`src/rtl/dsp_be_prbs_pkg.sv`:
```
// Shared types and polynomial constants for the BE PRBS generator/checker.
// Tap pairs follow b[n] = b[n-K1] ^ b[n-K2] with the newest bit at state[L-1].
package dsp_be_prbs_pkg;

  typedef enum logic [2:0] {
    DISABLE = 3'b000,
    SEED    = 3'b110,
    RUN     = 3'b010
  } pgen_cfg_e;

  typedef enum logic [1:0] {
    POLY_7      = 2'd0,
    POLY_15     = 2'd1,
    POLY_31     = 2'd2,
    POLY_31_ALT = 2'd3
  } poly_sel_e;

  localparam int P7_L   = 7;
  localparam int P7_K1  = 6;
  localparam int P7_K2  = 7;
  localparam int P15_L  = 15;
  localparam int P15_K1 = 14;
  localparam int P15_K2 = 15;
  localparam int P31_L  = 31;
  localparam int P31_K1 = 28;
  localparam int P31_K2 = 31;

  function automatic logic [30:0] poly_mask(input poly_sel_e p);
    logic [30:0] m;
    unique case (p)
      POLY_7:  m = 31'h0000_007F;
      POLY_15: m = 31'h0000_7FFF;
      default: m = 31'h7FFF_FFFF;
    endcase
    return m;
  endfunction

endpackage

```
`src/rtl/dsp_be_prbs_step.sv`:
```
// Combinational OUT_BITS-step LFSR unroll; word[0] is the earliest bit.
// Shared by the transmitter and the checker-side model.
module dsp_be_prbs_step
  import dsp_be_prbs_pkg::*;
#(
  parameter int OUT_BITS = 64
) (
  input  logic [30:0]         state,
  input  logic [1:0]          poly,
  output logic [30:0]         next_state,
  output logic [OUT_BITS-1:0] word
);

  poly_sel_e   p;
  logic [30:0] s;
  logic        nb;

  assign p = poly_sel_e'(poly);

  always_comb begin
    s    = state & poly_mask(p);
    nb   = 1'b0;
    word = '0;
    for (int i = 0; i < OUT_BITS; i++) begin
      unique case (p)
        POLY_7: begin
          nb = s[P7_L-P7_K1] ^ s[P7_L-P7_K2];
          s  = {24'd0, nb, s[6:1]};
        end
        POLY_15: begin
          nb = s[P15_L-P15_K1] ^ s[P15_L-P15_K2];
          s  = {16'd0, nb, s[14:1]};
        end
        POLY_31, POLY_31_ALT: begin
          nb = s[P31_L-P31_K1] ^ s[P31_L-P31_K2];
          s  = {nb, s[30:1]};
        end
      endcase
      word[i] = nb;
    end
    next_state = s;
  end

endmodule

```
`src/rtl/dsp_be_prbs_tx.sv`:
```
// Parallel PRBS7/15/31 transmitter with periodic single-bit error injection.
// Optional output inversion enabled by defining DSP_BE_PRBS_TX_OUT_INV_EN.
module dsp_be_prbs_tx
  import dsp_be_prbs_pkg::*;
#(
  parameter int OUT_BITS     = 64,
  parameter int INJ_PERIOD_W = 16,
  parameter int INJ_CNT_W    = 32
) (
  input  logic                        i_clk,
  input  logic                        i_rst,
  input  logic [2:0]                  i_cfg,
  input  logic [1:0]                  i_poly_sel,
  input  logic [30:0]                 i_seed,
  input  logic                        i_inj_en,
  input  logic [INJ_PERIOD_W-1:0]     i_inj_period,
  input  logic [$clog2(OUT_BITS)-1:0] i_inj_bit,
`ifdef DSP_BE_PRBS_TX_OUT_INV_EN
  input  logic                        i_cfg_out_inv,
`endif
  output logic [OUT_BITS-1:0]         o_data,
  output logic                        o_valid,
  output logic                        o_seed_good,
  output logic [INJ_CNT_W-1:0]        o_inj_count
);

  logic [30:0]             lfsr;
  logic [30:0]             lfsr_nxt;
  logic [30:0]             mask;
  logic [30:0]             seed_m;
  logic [30:0]             seed_ld;
  logic [30:0]             step_next;
  logic [OUT_BITS-1:0]     step_word;
  logic [OUT_BITS-1:0]     inj_mask;
  logic [OUT_BITS-1:0]     tx_word;
  logic [INJ_PERIOD_W-1:0] phase;
  logic                    is_run;
  logic                    is_seed;
  logic                    inj_on;
  logic                    inj_hit;

  assign mask    = poly_mask(poly_sel_e'(i_poly_sel));
  assign seed_m  = i_seed & mask;
  assign seed_ld = (seed_m == '0) ? mask : seed_m;
  assign is_run  = (i_cfg == RUN);
  assign is_seed = (i_cfg == SEED);

  dsp_be_prbs_step #(
    .OUT_BITS(OUT_BITS)
  ) u_step (
    .state(lfsr),
    .poly(i_poly_sel),
    .next_state(step_next),
    .word(step_word)
  );

  assign inj_on  = i_inj_en && (i_inj_period != '0);
  assign inj_hit = inj_on &&
    (phase == i_inj_period - INJ_PERIOD_W'(1));
  assign inj_mask = inj_hit ?
    (OUT_BITS'(1) << i_inj_bit) : '0;

`ifdef DSP_BE_PRBS_TX_OUT_INV_EN
  assign tx_word = (step_word ^ inj_mask) ^
    {OUT_BITS{i_cfg_out_inv}};
`else
  assign tx_word = step_word ^ inj_mask;
`endif

  // Injection touches only the output word, never the LFSR
  always_comb begin
    lfsr_nxt = lfsr;
    if (is_seed)
      lfsr_nxt = seed_ld;
    else if (is_run)
      lfsr_nxt = step_next;
  end

  always_ff @(posedge i_clk) begin
    if (i_rst) begin
      lfsr        <= '0;
      o_data      <= '0;
      o_valid     <= 1'b0;
      o_seed_good <= 1'b0;
      o_inj_count <= '0;
      phase       <= '0;
    end else begin
      lfsr        <= lfsr_nxt;
      o_seed_good <= |(lfsr_nxt & mask);
      o_data      <= is_run ? tx_word : '0;
      o_valid     <= is_run;
      if (is_seed)
        phase <= '0;
      else if (is_run && inj_on)
        phase <= inj_hit ? '0 : phase + INJ_PERIOD_W'(1);
      if (is_run && inj_hit && (o_inj_count != '1))
        o_inj_count <= o_inj_count + INJ_CNT_W'(1);
    end
  end

endmodule

```
`config.mk`:
```
export PLATFORM = sky130hd
export DESIGN_NAME = dsp_be_prbs_tx
export DESIGN_NICKNAME = d
export VERILOG_FILES = /design/src/rtl/dsp_be_prbs_pkg.sv /design/src/rtl/dsp_be_prbs_step.sv /design/src/rtl/dsp_be_prbs_tx.sv
export SDC_FILE = /design/constraint.sdc
export NUM_CORES = 1
export LEC_CHECK = 0
export CORE_MARGIN = 4
export CORE_UTILIZATION = 40
export CTS_CLUSTER_SIZE = 10
export DETAILED_ROUTE_END_ITERATION = 7
export HOLD_SLACK_MARGIN = 0.05
export PLACE_DENSITY_LB_ADDON = 0.2
export SYNTH_ARGS = -nofsm -noshare
export SYNTH_HDL_FRONTEND = slang
export SYNTH_SLANG_ARGS = --single-unit
```
`constraint.sdc`:
```
create_clock -name i_clk -period 17.4 [get_ports i_clk]
set_input_delay 3.48 -clock i_clk [delete_from_list [all_inputs] [get_ports i_clk]]
set_output_delay 3.48 -clock i_clk [all_outputs]
set_load 0.1 [all_outputs]
```
==> impl_metrics.env <==
export IMPL_outcome="finished clean"
export IMPL_min_delay_start="o_inj_count[20]"
export IMPL_powerDensity_mw_per_mm2=87.6
export IMPL_fmax_ghz=0.107
export IMPL_diodes=0
export IMPL_ys_top_cells_by_count="238 x nor2_1, 221 x xnor2_1, 145 x dfxtp_1"
export IMPL_crit_path_start="i_poly_sel[0]"
export IMPL_cts_tree="built"
export IMPL_antenna_found_initial=1
export IMPL_synth_area_top_cells="dfxtp_1 23%, xnor2_1 16%, nor2_1 7.2%"
export IMPL_post_route_period_util=0.537
export IMPL_grt_pass1_vias=11700
export IMPL_cts_hold_buf=0
export IMPL_yosysMostFrequentCell="nor2_1"
export IMPL_drc_errors=0
export IMPL_tightest_slew_ns=1.25
export IMPL_synthArstFlopShare=0
export IMPL_slowest_stage="buf_4"
export IMPL_crit_type="in2reg"
export IMPL_crit_path_start_kind="primary input"
export IMPL_ant_nets=0
export IMPL_place_gp_congestion=1.00
export IMPL_viasPerCell=5.78
export IMPL_placedInstanceArea_sq_mm=0.0142
export IMPL_endpoint_kind="flop"
export IMPL_p_sw_frac=0.415
export IMPL_critPathMaxStageDelay_ns=0.53
export IMPL_yosysUniqueCellTypes=102
export IMPL_required_ns=17.74
export IMPL_relSlewSlack=0.170
export IMPL_syn_nets=1692
export IMPL_syn_area_sq_mm=0.0124
export IMPL_rsz0062_at_grt="false"
export IMPL_ys_ff_latch=145
export IMPL_dp_hpwl_microns=37400
export IMPL_power_total_mw=1.29
export IMPL_crit_reg2reg_launch="lfsr[4]"
export IMPL_holdWs_ns=0.510
export IMPL_comb_power_share=0.443
export IMPL_dr_pass1_iters=7
export IMPL_post_cts_setup_buffer_count=0
export IMPL_fillers=3057
export IMPL_start_util=0.405
export IMPL_final_nets=1791
export IMPL_synth_warnings=0
export IMPL_hold_path_class="reg2reg"
export IMPL_layout_drive_gt1_share=0.0724
export IMPL_cts_buffer_depth=2
export IMPL_min_period_ns=9.35
export IMPL_cts_sinks=145
export IMPL_internal_power_mw=0.756
export IMPL_cts_buffers=17
export IMPL_totalWireLength_microns=48700
export IMPL_fin_area_sq_mm=0.0148
export IMPL_syn2layout_area_growth_pct=19.0
export IMPL_num_rows=64
export IMPL_final_setup_skew_ns=0.0165
export IMPL_synthCells=1628
export IMPL_final_cells=2136
export IMPL_yosysSeqAreaShare=0.234
export IMPL_num_vias=12300
export IMPL_drtIter0Drc=1052
export IMPL_switchingPower_mw=0.536
export IMPL_crit_top_cell="buf_4"
export IMPL_grt_first_pass_wirelength_microns=73100
export IMPL_dieWidth_microns=184
export IMPL_synth_top_area_frac=0.234
export IMPL_setup_viol=0
export IMPL_grt_max_degree=65
export IMPL_crit_path_max_fanout=43
export IMPL_drv_cap=0
export IMPL_vdd_drop_max_mv=0.0734
export IMPL_wl_per_cell_microns=22.8
export IMPL_clkSlewWorstSetupHoldPaths_ns=0.06
export IMPL_pin_count=159
export IMPL_maxSlewViolCount=0
export IMPL_ys_flop_type="dfxtp_1"
export IMPL_port_buffers=158
export IMPL_die_h_microns=184
export IMPL_place_inst=2104
export IMPL_gr_total_overflow=0
export IMPL_core_area_sq_mm=0.0306
export IMPL_avgSynthCellArea_sq_um=7.62
export IMPL_setup_tns_ns=0
export IMPL_clk_latency_ns=0.46
export IMPL_p_leak_nw=5.20
export IMPL_clockPowerShare=0.282
export IMPL_synth_area_leader_cell="dfxtp_1"
export IMPL_hold_viol_final=0
export IMPL_cts_root_buf="clkbuf_16"
export IMPL_synth_edf_count=0
export IMPL_seqPwrFrac=0.275
export IMPL_crit_chain="clkdlybuf4s50_1 > buf_4 > nor2_4 > buf_4 > mux2i_1 > mux2_2 > mux2i_4 > mux2_4 > xnor2_2 > a2111o_1 > o211ai_2 > xor2_1 > a21boi_2 > xnor2_1 > a221oi_1 > and4_1 > o311ai_1 > a211oi_1 > a32oi_1 > o41a_1"
export IMPL_cts_resized_gates=0
export IMPL_htree_levels=4
export IMPL_die_area_sq_mm=0.0339
export IMPL_worstPathArrival_ns=9.69
export IMPL_gr_usage_all_layers=0.284
## per-layer routing
layer	global-route usage	share of wire	up-vias
li1	-	-	5809
met1	0.381	0.43	5787
met2	0.435	0.43	643
met3	0.0665	0.095	110
met4	0.131	0.048	0
met5	0	0	-
## power by group through the flow
stage          registers, mW  clock network (mW)  logic (mW)
6_report               0.356               0.364       0.573
5_1_grt                0.356               0.385       0.606
4_1_cts                0.355               0.369       0.561
3_5_place_dp           0.363                   0       0.558
3_3_place_gp           0.363                   0       0.561
2_1_floorplan          0.387                   0       0.380
## kinds of logic (layout without fill, tap and decap cells)
kind of cell | after synthesis | after routing | synth area share
compound gates | 330 | 330 | 0.176
xor+xnor | 337 | 337 | 0.252
fa+ha+maj | 3 | 3 | 0.00303
buf+inv | 127 | 239 | 0.0465
flops | 145 | 145 | 0.234
mux | 52 | 52 | 0.0462
simple gates | 634 | 634 | 0.242
## final timing paths
| path | slack [ns] | endpoint | cells after the start |
|---|---|---|---|
| worst max-delay path | 8.05 | o_seed_good | 20 |
| worst min-delay path | 0.51 | o_inj_count[20] | 2 |
| worst max register to register | 11.41 | o_seed_good | 17 |
| worst min register to register | 0.51 | o_inj_count[20] | 2 |
## sequential cells by signal, summed over array words and instances (netlist names)
| name | cells |
|---|---|
| o_data | 64 |
| lfsr | 31 |
| o_seed_good | 1 |
| phase | 16 |
| o_inj_count | 32 |
| o_valid | 1 |
## per-stage QoR
stage / setup WS (ns) / util
6_report: 8.05 / 0.482
5_1_grt: 7.66 / 0.482
3_3_place_gp: 7.81 / 0.464
4_1_cts: 8.22 / 0.482
3_5_place_dp: 7.77 / 0.464
2_1_floorplan: 9.45 / -
## placed cells by master (no fill, tap or decap), drive strengths merged, types with 7 or more instances in the layout
| cell | instances |
|---|---|
| mux2 | 8 |
| a221oi | 16 |
| clkdlybuf4s50 | 156 |
| dfxtp | 145 |
| a22oi | 9 |
| a21o | 8 |
| nor2b | 13 |
| clkbuf | 21 |
| nand3 | 36 |
| nand2b | 14 |
| a21boi | 8 |
| o21ai | 127 |
| nor2 | 243 |
| xnor2 | 226 |
| inv | 23 |
| xor2 | 104 |
| and2 | 14 |
| buf | 30 |
| o211ai | 7 |
| o221ai | 10 |
| or3 | 36 |
| nor4 | 14 |
| a21oi | 81 |
| nand2 | 141 |
| mux2i | 44 |
| nand4 | 22 |
| nor3 | 42 |
| o31ai | 8 |
| and3 | 25 |
| o22ai | 7 |
## worst max-delay path, delay by kind of cell
family                    cells  cell delay [ns]
buffers and inverters         3             1.23
AOI/OAI and AO/OA             8             2.56
xor gates and xnor gates      3             0.50
muxes                         4             1.42
and+or+nand+nor               2             0.45
## layout make-up
cell class	instances	area [sq um]	share of cell area
tap	396	495	0.0336
multi-input combinational	1356	8940	0.606
sequential	145	2900	0.197
timing repair buffer	186	1780	0.121
clock buffer	21	450	0.0305
clock inverter	11	106	0.00721
inverter	21	78.8	0.00534
Power figures use the tool's default switching activity.
